$ cat src/rtl/sparse_array_sequencer.sv
// sparse_array_sequencer
//   Job controller for the N x N sparse systolic PE array. An accepted start
//   streams k_len operand-buffer rows into the skew feeders. It then flushes
//   the skew and PE pipeline for 2N cycles and pulses done for one cycle.
//   While busy, it accumulates MAC activity from the per-PE valid_op flags.
//
// Ports
//   clk, rst      clock; asynchronous active-high reset
//   start         job request, sampled only in IDLE
//   k_len         reduction length, latched with an accepted start
//   valid_op_vec  concatenated valid_op flags of all N*N PEs
//   busy          job in progress (STREAM or FLUSH)
//   done          one-cycle pulse at end of job
//   rd_en         operand-buffer read enable
//   rd_addr       operand-buffer row address
//   feed_en       operand valid into skew feeders (rd_en delayed one cycle)
//   flush         high in FLUSH; skew feeders inject zeros
//   mac_count     saturating MAC count of the current or last job
//   cycle_count   saturating busy-cycle count of the current or last job

module sparse_array_sequencer #(
    parameter int unsigned N  = 4,
    parameter int unsigned KW = 8
) (
    input  logic           clk,
    input  logic           rst,
    input  logic           start,
    input  logic [KW-1:0]  k_len,
    input  logic [N*N-1:0] valid_op_vec,
    output logic           busy,
    output logic           done,
    output logic           rd_en,
    output logic [KW-1:0]  rd_addr,
    output logic           feed_en,
    output logic           flush,
    output logic [31:0]    mac_count,
    output logic [31:0]    cycle_count
);

    localparam int unsigned PW = $clog2(N*N + 1);
    localparam int unsigned FW = $clog2(2*N);
    // Buffer latency (1) + skew stages (2N-2) + PE register (1) = 2N cycles.
    localparam logic [FW-1:0] FLUSH_INIT = FW'(2*N - 1);

    typedef enum logic [1:0] {
        S_IDLE,
        S_STREAM,
        S_FLUSH,
        S_DONE
    } state_t;

    state_t        state;
    logic [KW-1:0] k_reg;
    logic [FW-1:0] flush_cnt;

    logic [PW-1:0] pop;
    logic [32:0]   mac_sum;
    logic [31:0]   mac_next;
    logic [31:0]   cycle_next;
    logic          last_row;

    always_comb begin
        pop = '0;
        for (int unsigned i = 0; i < N*N; i++) begin
            pop = pop + PW'(valid_op_vec[i]);
        end
    end

    // The carry-out bit of the 33-bit sum marks an overflow, which saturates.
    always_comb begin
        mac_sum    = {1'b0, mac_count} + 33'(pop);
        mac_next   = mac_sum[32] ? '1 : mac_sum[31:0];
        cycle_next = (cycle_count == '1) ? cycle_count : cycle_count + 32'd1;
        last_row   = (rd_addr == k_reg - KW'(1));
    end

    always_ff @(posedge clk or posedge rst) begin
        if (rst) begin
            state       <= S_IDLE;
            k_reg       <= '0;
            flush_cnt   <= '0;
            busy        <= 1'b0;
            done        <= 1'b0;
            rd_en       <= 1'b0;
            rd_addr     <= '0;
            feed_en     <= 1'b0;
            flush       <= 1'b0;
            mac_count   <= '0;
            cycle_count <= '0;
        end else begin
            feed_en <= rd_en;
            case (state)
                S_IDLE: begin
                    if (start) begin
                        k_reg       <= k_len;
                        mac_count   <= '0;
                        cycle_count <= '0;
                        rd_addr     <= '0;
                        if (k_len == '0) begin
                            state <= S_DONE;
                            done  <= 1'b1;
                        end else begin
                            state <= S_STREAM;
                            busy  <= 1'b1;
                            rd_en <= 1'b1;
                        end
                    end
                end

                S_STREAM: begin
                    mac_count   <= mac_next;
                    cycle_count <= cycle_next;
                    // rd_addr holds at k_reg-1 on the last row and never wraps.
                    if (last_row) begin
                        state     <= S_FLUSH;
                        rd_en     <= 1'b0;
                        flush     <= 1'b1;
                        flush_cnt <= FLUSH_INIT;
                    end else begin
                        rd_addr <= rd_addr + KW'(1);
                    end
                end

                S_FLUSH: begin
                    mac_count   <= mac_next;
                    cycle_count <= cycle_next;
                    if (flush_cnt == '0) begin
                        state <= S_DONE;
                        flush <= 1'b0;
                        busy  <= 1'b0;
                        done  <= 1'b1;
                    end else begin
                        flush_cnt <= flush_cnt - FW'(1);
                    end
                end

                S_DONE: begin
                    done  <= 1'b0;
                    state <= S_IDLE;
                end

                default: begin
                    state <= S_IDLE;
                end
            endcase
        end
    end

endmodule

$ cat config.mk
export PLATFORM = sky130hd
export DESIGN_NAME = sparse_array_sequencer
export DESIGN_NICKNAME = d
export VERILOG_FILES = /design/src/rtl/sparse_array_sequencer.sv
export SDC_FILE = /design/constraint.sdc
export NUM_CORES = 1
export LEC_CHECK = 0
export CAP_MARGIN = 15
export CORE_ASPECT_RATIO = 0.5
export CORE_UTILIZATION = 45
export CTS_CLUSTER_SIZE = 10
export DETAILED_ROUTE_END_ITERATION = 10
export HOLD_SLACK_MARGIN = 0.1
export PLACE_DENSITY = 0.7
export SLEW_MARGIN = 20
export SYNTH_ARGS = -nofsm -noshare
export SYNTH_HDL_FRONTEND = slang
export SYNTH_SLANG_ARGS = --single-unit
$ cat constraint.sdc
create_clock -name clk -period 4.9 [get_ports clk]
set_input_delay 0.49 -clock clk [delete_from_list [all_inputs] [get_ports clk]]
set_output_delay 0.49 -clock clk [all_outputs]
set_load 0.02 [all_outputs]
==> qor.csv, run 1 <==
metric;value;unit
synthDistinctLibCells;64;
die_w;162;um
wl_per_cell;16.4;um
drive_gt1_frac;0.0798;
period_needed;4.67;ns
clock-sinks;90;
core_area;12200;um2
cts_made_buffers;9;
reg2reg_depth;14;
nets;817;
finalInstanceArea;7280;um2
dr.pass1.iters;6;
grt_max_degree;54;
io_buffers;103;
num_vias;5323;
fin_skew;0.00785;ns
rr_startpoint;mac_count[0]$_DFFE_PP0P_;
dieArea;13300;um2
synth.top_cell.area_share;0.391;
tns;0;ns
synth.net_count;714;
status;complete, no violations;
synth_commonest_cells;dfrtp_1 (90), nand2_1 (74), inv_1 (49);
ys.flop_type;dfrtp_1;
path_max_fanout;5;
highest_layer;met4;
switchingPower;1.76;mW
grt_overflow;0;
initial_utilization;0.474;
yosysSeqAreaShare;0.391;
synth_edf_count;0;
htreeDepth;3;
rrSetupSlack;0.93;ns
cts_setup_buffers;0;
r2r_end;mac_count[2]$_DFFE_PP0P_;
drv_cap;0;
cts_resized;0;
p_clk_frac;0.167;
drt_iter0_drc;477;
peakVddDrop;0.374;mV
critPathLaunchType;input port;
synth_area_leader_cell;dfrtp_1;
gp_congestion;0.837;
p_per_area;527;nW/um2
place_hpwl;10.9;mm
cp.required;5.15;ns
synthCells;658;
clk_latency;0.35;ns
synthTopCellsByArea;dfrtp_1 (39%), nand2_1 (4.8%), fa_1 (4.2%);
rows;28;
hp-start;rd_en$_DFFE_PP0P_;
die_y;82.0;um
sw_frac_of_total;0.459;
finalSetupViolCount;0;
maxSlewHeadroom;0.352;
intPower;2.08;mW
share_comb_of_total_power;0.560;
clock-root-buffer;clkbuf_16;
rsz0062_at_grt;false;
grt_usage;0.239;
hold_path_class;flop to flop;
worst_pin_slew;0.964;ns
area_growth;26.3;%
avgSynthCellArea;8.76;um2
max_freq;214;MHz
dr_wl_met2;7.01;mm
grt_pass1_vias;4888;
ant_nets;0;
cts_max_path_buffers;2;
fillers;1067;
drcViolationCount;0;
path_class;input port to flop;
reg.largest.list;cycle_count x32, mac_count x32;
met1_length;7.32;mm
post-route-period-util;0.954;
hold_end;feed_en$_DFF_PP0_;
cp.arrival;4.93;ns
finalHoldViolCount;0;
antenna_found_initial;0;
seq_power_share;0.273;
syn_area;5760;um2
holdPathStages;0;
postCtsHoldBufs;0;
fin_util;0.599;
maxSlewViolCount;0;
route.met3.wl;810;um
clk_pin_slew;0.07;ns
cts_tree;yes;
dp.cells;915;
io_pins;104;
yosysMostFrequentCell;dfrtp_1;
fin_cells;929;
wl;15.3;mm
vias_per_cell;5.73;
yosys_warnings;0;
ys_async_sr_fraction;1.00;
grt_pass1_wl;24.7;mm
dpl_cell_area;7010;um2
end_kind;flop;
ys_ff_latch;90;
leakage;3.12;nW
n_antenna_cell;0;
==> power groups by stage <==
stage | clock (mW) | combinational [mW] | sequential [mW]
3_3_place_gp | 0 | 2.07 | 1.06
4_1_cts | 0.650 | 2.12 | 1.05
3_5_place_dp | 0 | 2.10 | 1.06
2_1_floorplan | 0 | 1.38 | 1.12
5_1_grt | 0.676 | 2.39 | 1.07
6_report | 0.641 | 2.15 | 1.05
==> cell usage in the layout, fill, tap and decap left out, types with 7 or more instances in the layout <==
master and count:
mux2_2 9, a31oi_1 24, nor3_1 27, a21oi_1 20
o21ai_0 42, and3_1 19, nand4_1 13, mux2i_1 8
buf_4 17, nor4_1 14, nor2_1 45, inv_1 48
a41oi_1 8, xnor2_1 12, clkbuf_16 9, fa_1 12
and2_1 7, nand2_1 74, xor2_1 10, dfrtp_1 90
nand3_1 31, nand2b_1 7, clkdlybuf4s50_1 103, ha_1 17
==> cell type report <==
class	count	area, um2	share of cell area
timing repair buffer	120	1160	0.159
sequential	90	2250	0.309
multi-input combinational	491	3220	0.442
tap	165	206	0.0284
inverter	49	185	0.0254
clock inverter	3	17.5	0.00241
clock buffer	11	243	0.0333
==> layer usage <==
metal  up-vias  global-route usage
met5         -                   0
met4         0              0.0528
met3        11              0.0490
met2       150               0.386
met1      2585               0.334
li1       2577                   -
==> how the worst max path moves through the flow <==
stage	slack [ns]	to	from
finish	0.23	mac_count[12]$_DFFE_PP0P_	valid_op_vec[0]
global route	0.0004	mac_count[2]$_DFFE_PP0P_	valid_op_vec[0]
CTS	0.20	mac_count[20]$_DFFE_PP0P_	valid_op_vec[0]
global placement	-0.10	mac_count[20]$_DFFE_PP0P_	valid_op_vec[0]
detailed placement	-0.19	mac_count[20]$_DFFE_PP0P_	valid_op_vec[0]
floorplan	0.57	mac_count[12]$_DFFE_PP0P_	valid_op_vec[0]
==> metrics by stage <==
stage               worst slack [ns]  power (mW)  hold WS [ns]
detailed placement            -0.187        3.16         0.426
CTS                            0.197        3.82         0.440
global placement              -0.105        3.13         0.414
finish                         0.226        3.84         0.440
global route                0.000367        4.14         0.442
floorplan                      0.572        2.50         0.501
==> worst max-delay path, stage by stage <==
cell and delay, ns:
clkdlybuf4s50_1 0.43, fa_1 0.55, inv_1 0.05, fa_1 0.47
fa_1 0.53, fa_1 0.42, fa_1 0.39, inv_1 0.08
fa_1 0.18, a21o_1 0.13, a21oi_2 0.08, o21ba_2 0.26
buf_4 0.15, nor2_1 0.29, a41oi_1 0.16, a211oi_1 0.26
==> cell families after synthesis <==
family | synth area share
flops | 0.391
buf+inv | 0.0536
simple gates | 0.249
fa+ha+maj | 0.0786
xor+xnor | 0.0334
mux | 0.0315
compound gates | 0.163
(Power assumes the default switching activity.)
==> run 2: changes to the inputs <==
Settings changed: CTS_BUF_LIST set to sky130_fd_sc_hd__clkbuf_4 sky130_fd_sc_hd__clkbuf_8.
==> qor.csv, run 2 (synthesis gave the netlist of run 1 again) <==
metric;value;unit
status;complete, no violations;
critPathLaunchType;input port;
share_comb_of_total_power;0.587;
ant_nets;0;
drcViolationCount;0;
clock-sinks;90;
cts_max_path_buffers;2;
finalSetupViolCount;0;
htreeDepth;3;
post-route-period-util;0.967;
clock-root-buffer;clkbuf_8;
leakage;3.08;nW
gp_congestion;0.837;
finalHoldViolCount;0;
fin_skew;0.0137;ns
grt_pass1_wl;24.6;mm
drive_gt1_frac;0.0798;
maxSlewViolCount;0;
intPower;1.92;mW
rows;28;
p_per_area;508;nW/um2
fillers;1079;
seq_power_share;0.287;
cp.arrival;5.00;ns
wl_per_cell;16.3;um
io_buffers;103;
peakVddDrop;0.391;mV
cts_tree;yes;
initial_utilization;0.474;
sw_frac_of_total;0.473;
num_vias;5329;
end_kind;flop;
layout_common_cells;clkdlybuf4s50_1 (103), dfrtp_1 (90), nand2_1 (74);
rsz0062_at_grt;false;
switchingPower;1.73;mW
drt_iter0_drc;439;
path_class;input port to flop;
fin_util;0.591;
clk_latency;0.37;ns
rrSetupSlack;0.84;ns
postCtsHoldBufs;0;
vias_per_cell;5.74;
nets;817;
maxSlewHeadroom;0.350;
antenna_found_initial;0;
area_growth;24.6;%
worst_pin_slew;0.972;ns
clk_pin_slew;0.09;ns
grt_usage;0.237;
period_needed;4.74;ns
grt_pass1_vias;4850;
die_w;162;um
path_max_fanout;6;
reg.largest.list;cycle_count x32, mac_count x32;
layout_commonest_cell;clkdlybuf4s50_1;
dieArea;13300;um2
cp.required;5.16;ns
total_power;3.65;mW
drv_cap;0;
place_hpwl;10.9;mm
grt_max_degree;54;
wl;15.2;mm
dr.pass1.iters;5;
n_antenna_cell;0;
grt_overflow;0;
io_pins;104;
core_area;12200;um2
die_y;82.0;um
cts_made_buffers;9;
max_freq;211;MHz
hold_path_class;flop to flop;
p_clk_frac;0.127;
run 2: repair_timing:
item / 4_1_cts / 5_1_grt
resized for setup: 0 / 2
setup endpoints to repair: 0 / 5
buffers inserted: 0 / 0
run 2: critical path, stage by stage:
cell	delay (ns)
clkdlybuf4s50_1	0.43
fa_1	0.55
inv_1	0.05
fa_1	0.47
fa_1	0.53
fa_1	0.42
fa_1	0.39
inv_1	0.08
fa_1	0.18
a21o_1	0.13
a21oi_2	0.09
o21ba_2	0.25
nor2_1	0.47
a41oi_1	0.19
a311oi_1	0.27
run 2: final timing paths:
path | start | end | depth (start not counted)
hold reg to reg | rd_en$_DFFE_PP0P_ | feed_en$_DFF_PP0_ | 0
min in group asynchronous | rst | mac_count[19]$_DFFE_PP0P_ | 2
setup / recovery | valid_op_vec[0] | mac_count[20]$_DFFE_PP0P_ | 15
setup reg to reg | mac_count[0]$_DFFE_PP0P_ | mac_count[20]$_DFFE_PP0P_ | 13
max in group asynchronous | rst | k_reg[5]$_DFFE_PP0P_ | 3
hold / removal | rd_en$_DFFE_PP0P_ | feed_en$_DFF_PP0_ | 0
run 2: area by class of cell:
class	count	area, um2	area share
clock inverter	3	17.5	0.00244
clock buffer	11	145	0.0202
timing repair buffer	120	1160	0.161
tap	165	206	0.0288
sequential	90	2250	0.314
inverter	49	185	0.0258
multi-input combinational	491	3220	0.448
run 2: per-stage QoR:
| stage | instance area, um2 | instances | TNS [ns] | worst slack [ns] | hold slack [ns] |
|---|---|---|---|---|---|
| floorplan | 5760 | 658 | 0 | 0.572 | 0.501 |
| global placement | 7010 | 915 | -0.592 | -0.105 | 0.414 |
| detailed placement | 7010 | 915 | -2.26 | -0.187 | 0.426 |
| CTS | 7170 | 929 | 0 | 0.226 | 0.447 |
| global route | 7180 | 929 | 0 | 0.00848 | 0.449 |
| finish | 7180 | 929 | 0 | 0.161 | 0.446 |
run 2: per-layer routing:
metal | vias to the layer above | part of all wire | global-route usage
li1 | 2580 | - | -
met1 | 2604 | 0.48 | 0.332
met2 | 133 | 0.46 | 0.384
met3 | 12 | 0.053 | 0.0439
met4 | 0 | 0.0086 | 0.0528
met5 | - | 0 | 0
run 2: power groups by stage:
stage          Clock (mW)  Sequential [mW]  Combinational [mW]
2_1_floorplan           0             1.12                1.38
3_3_place_gp            0             1.06                2.07
3_5_place_dp            0             1.06                2.10
4_1_cts             0.472             1.05                2.12
5_1_grt             0.498             1.07                2.39
6_report            0.462             1.05                2.14
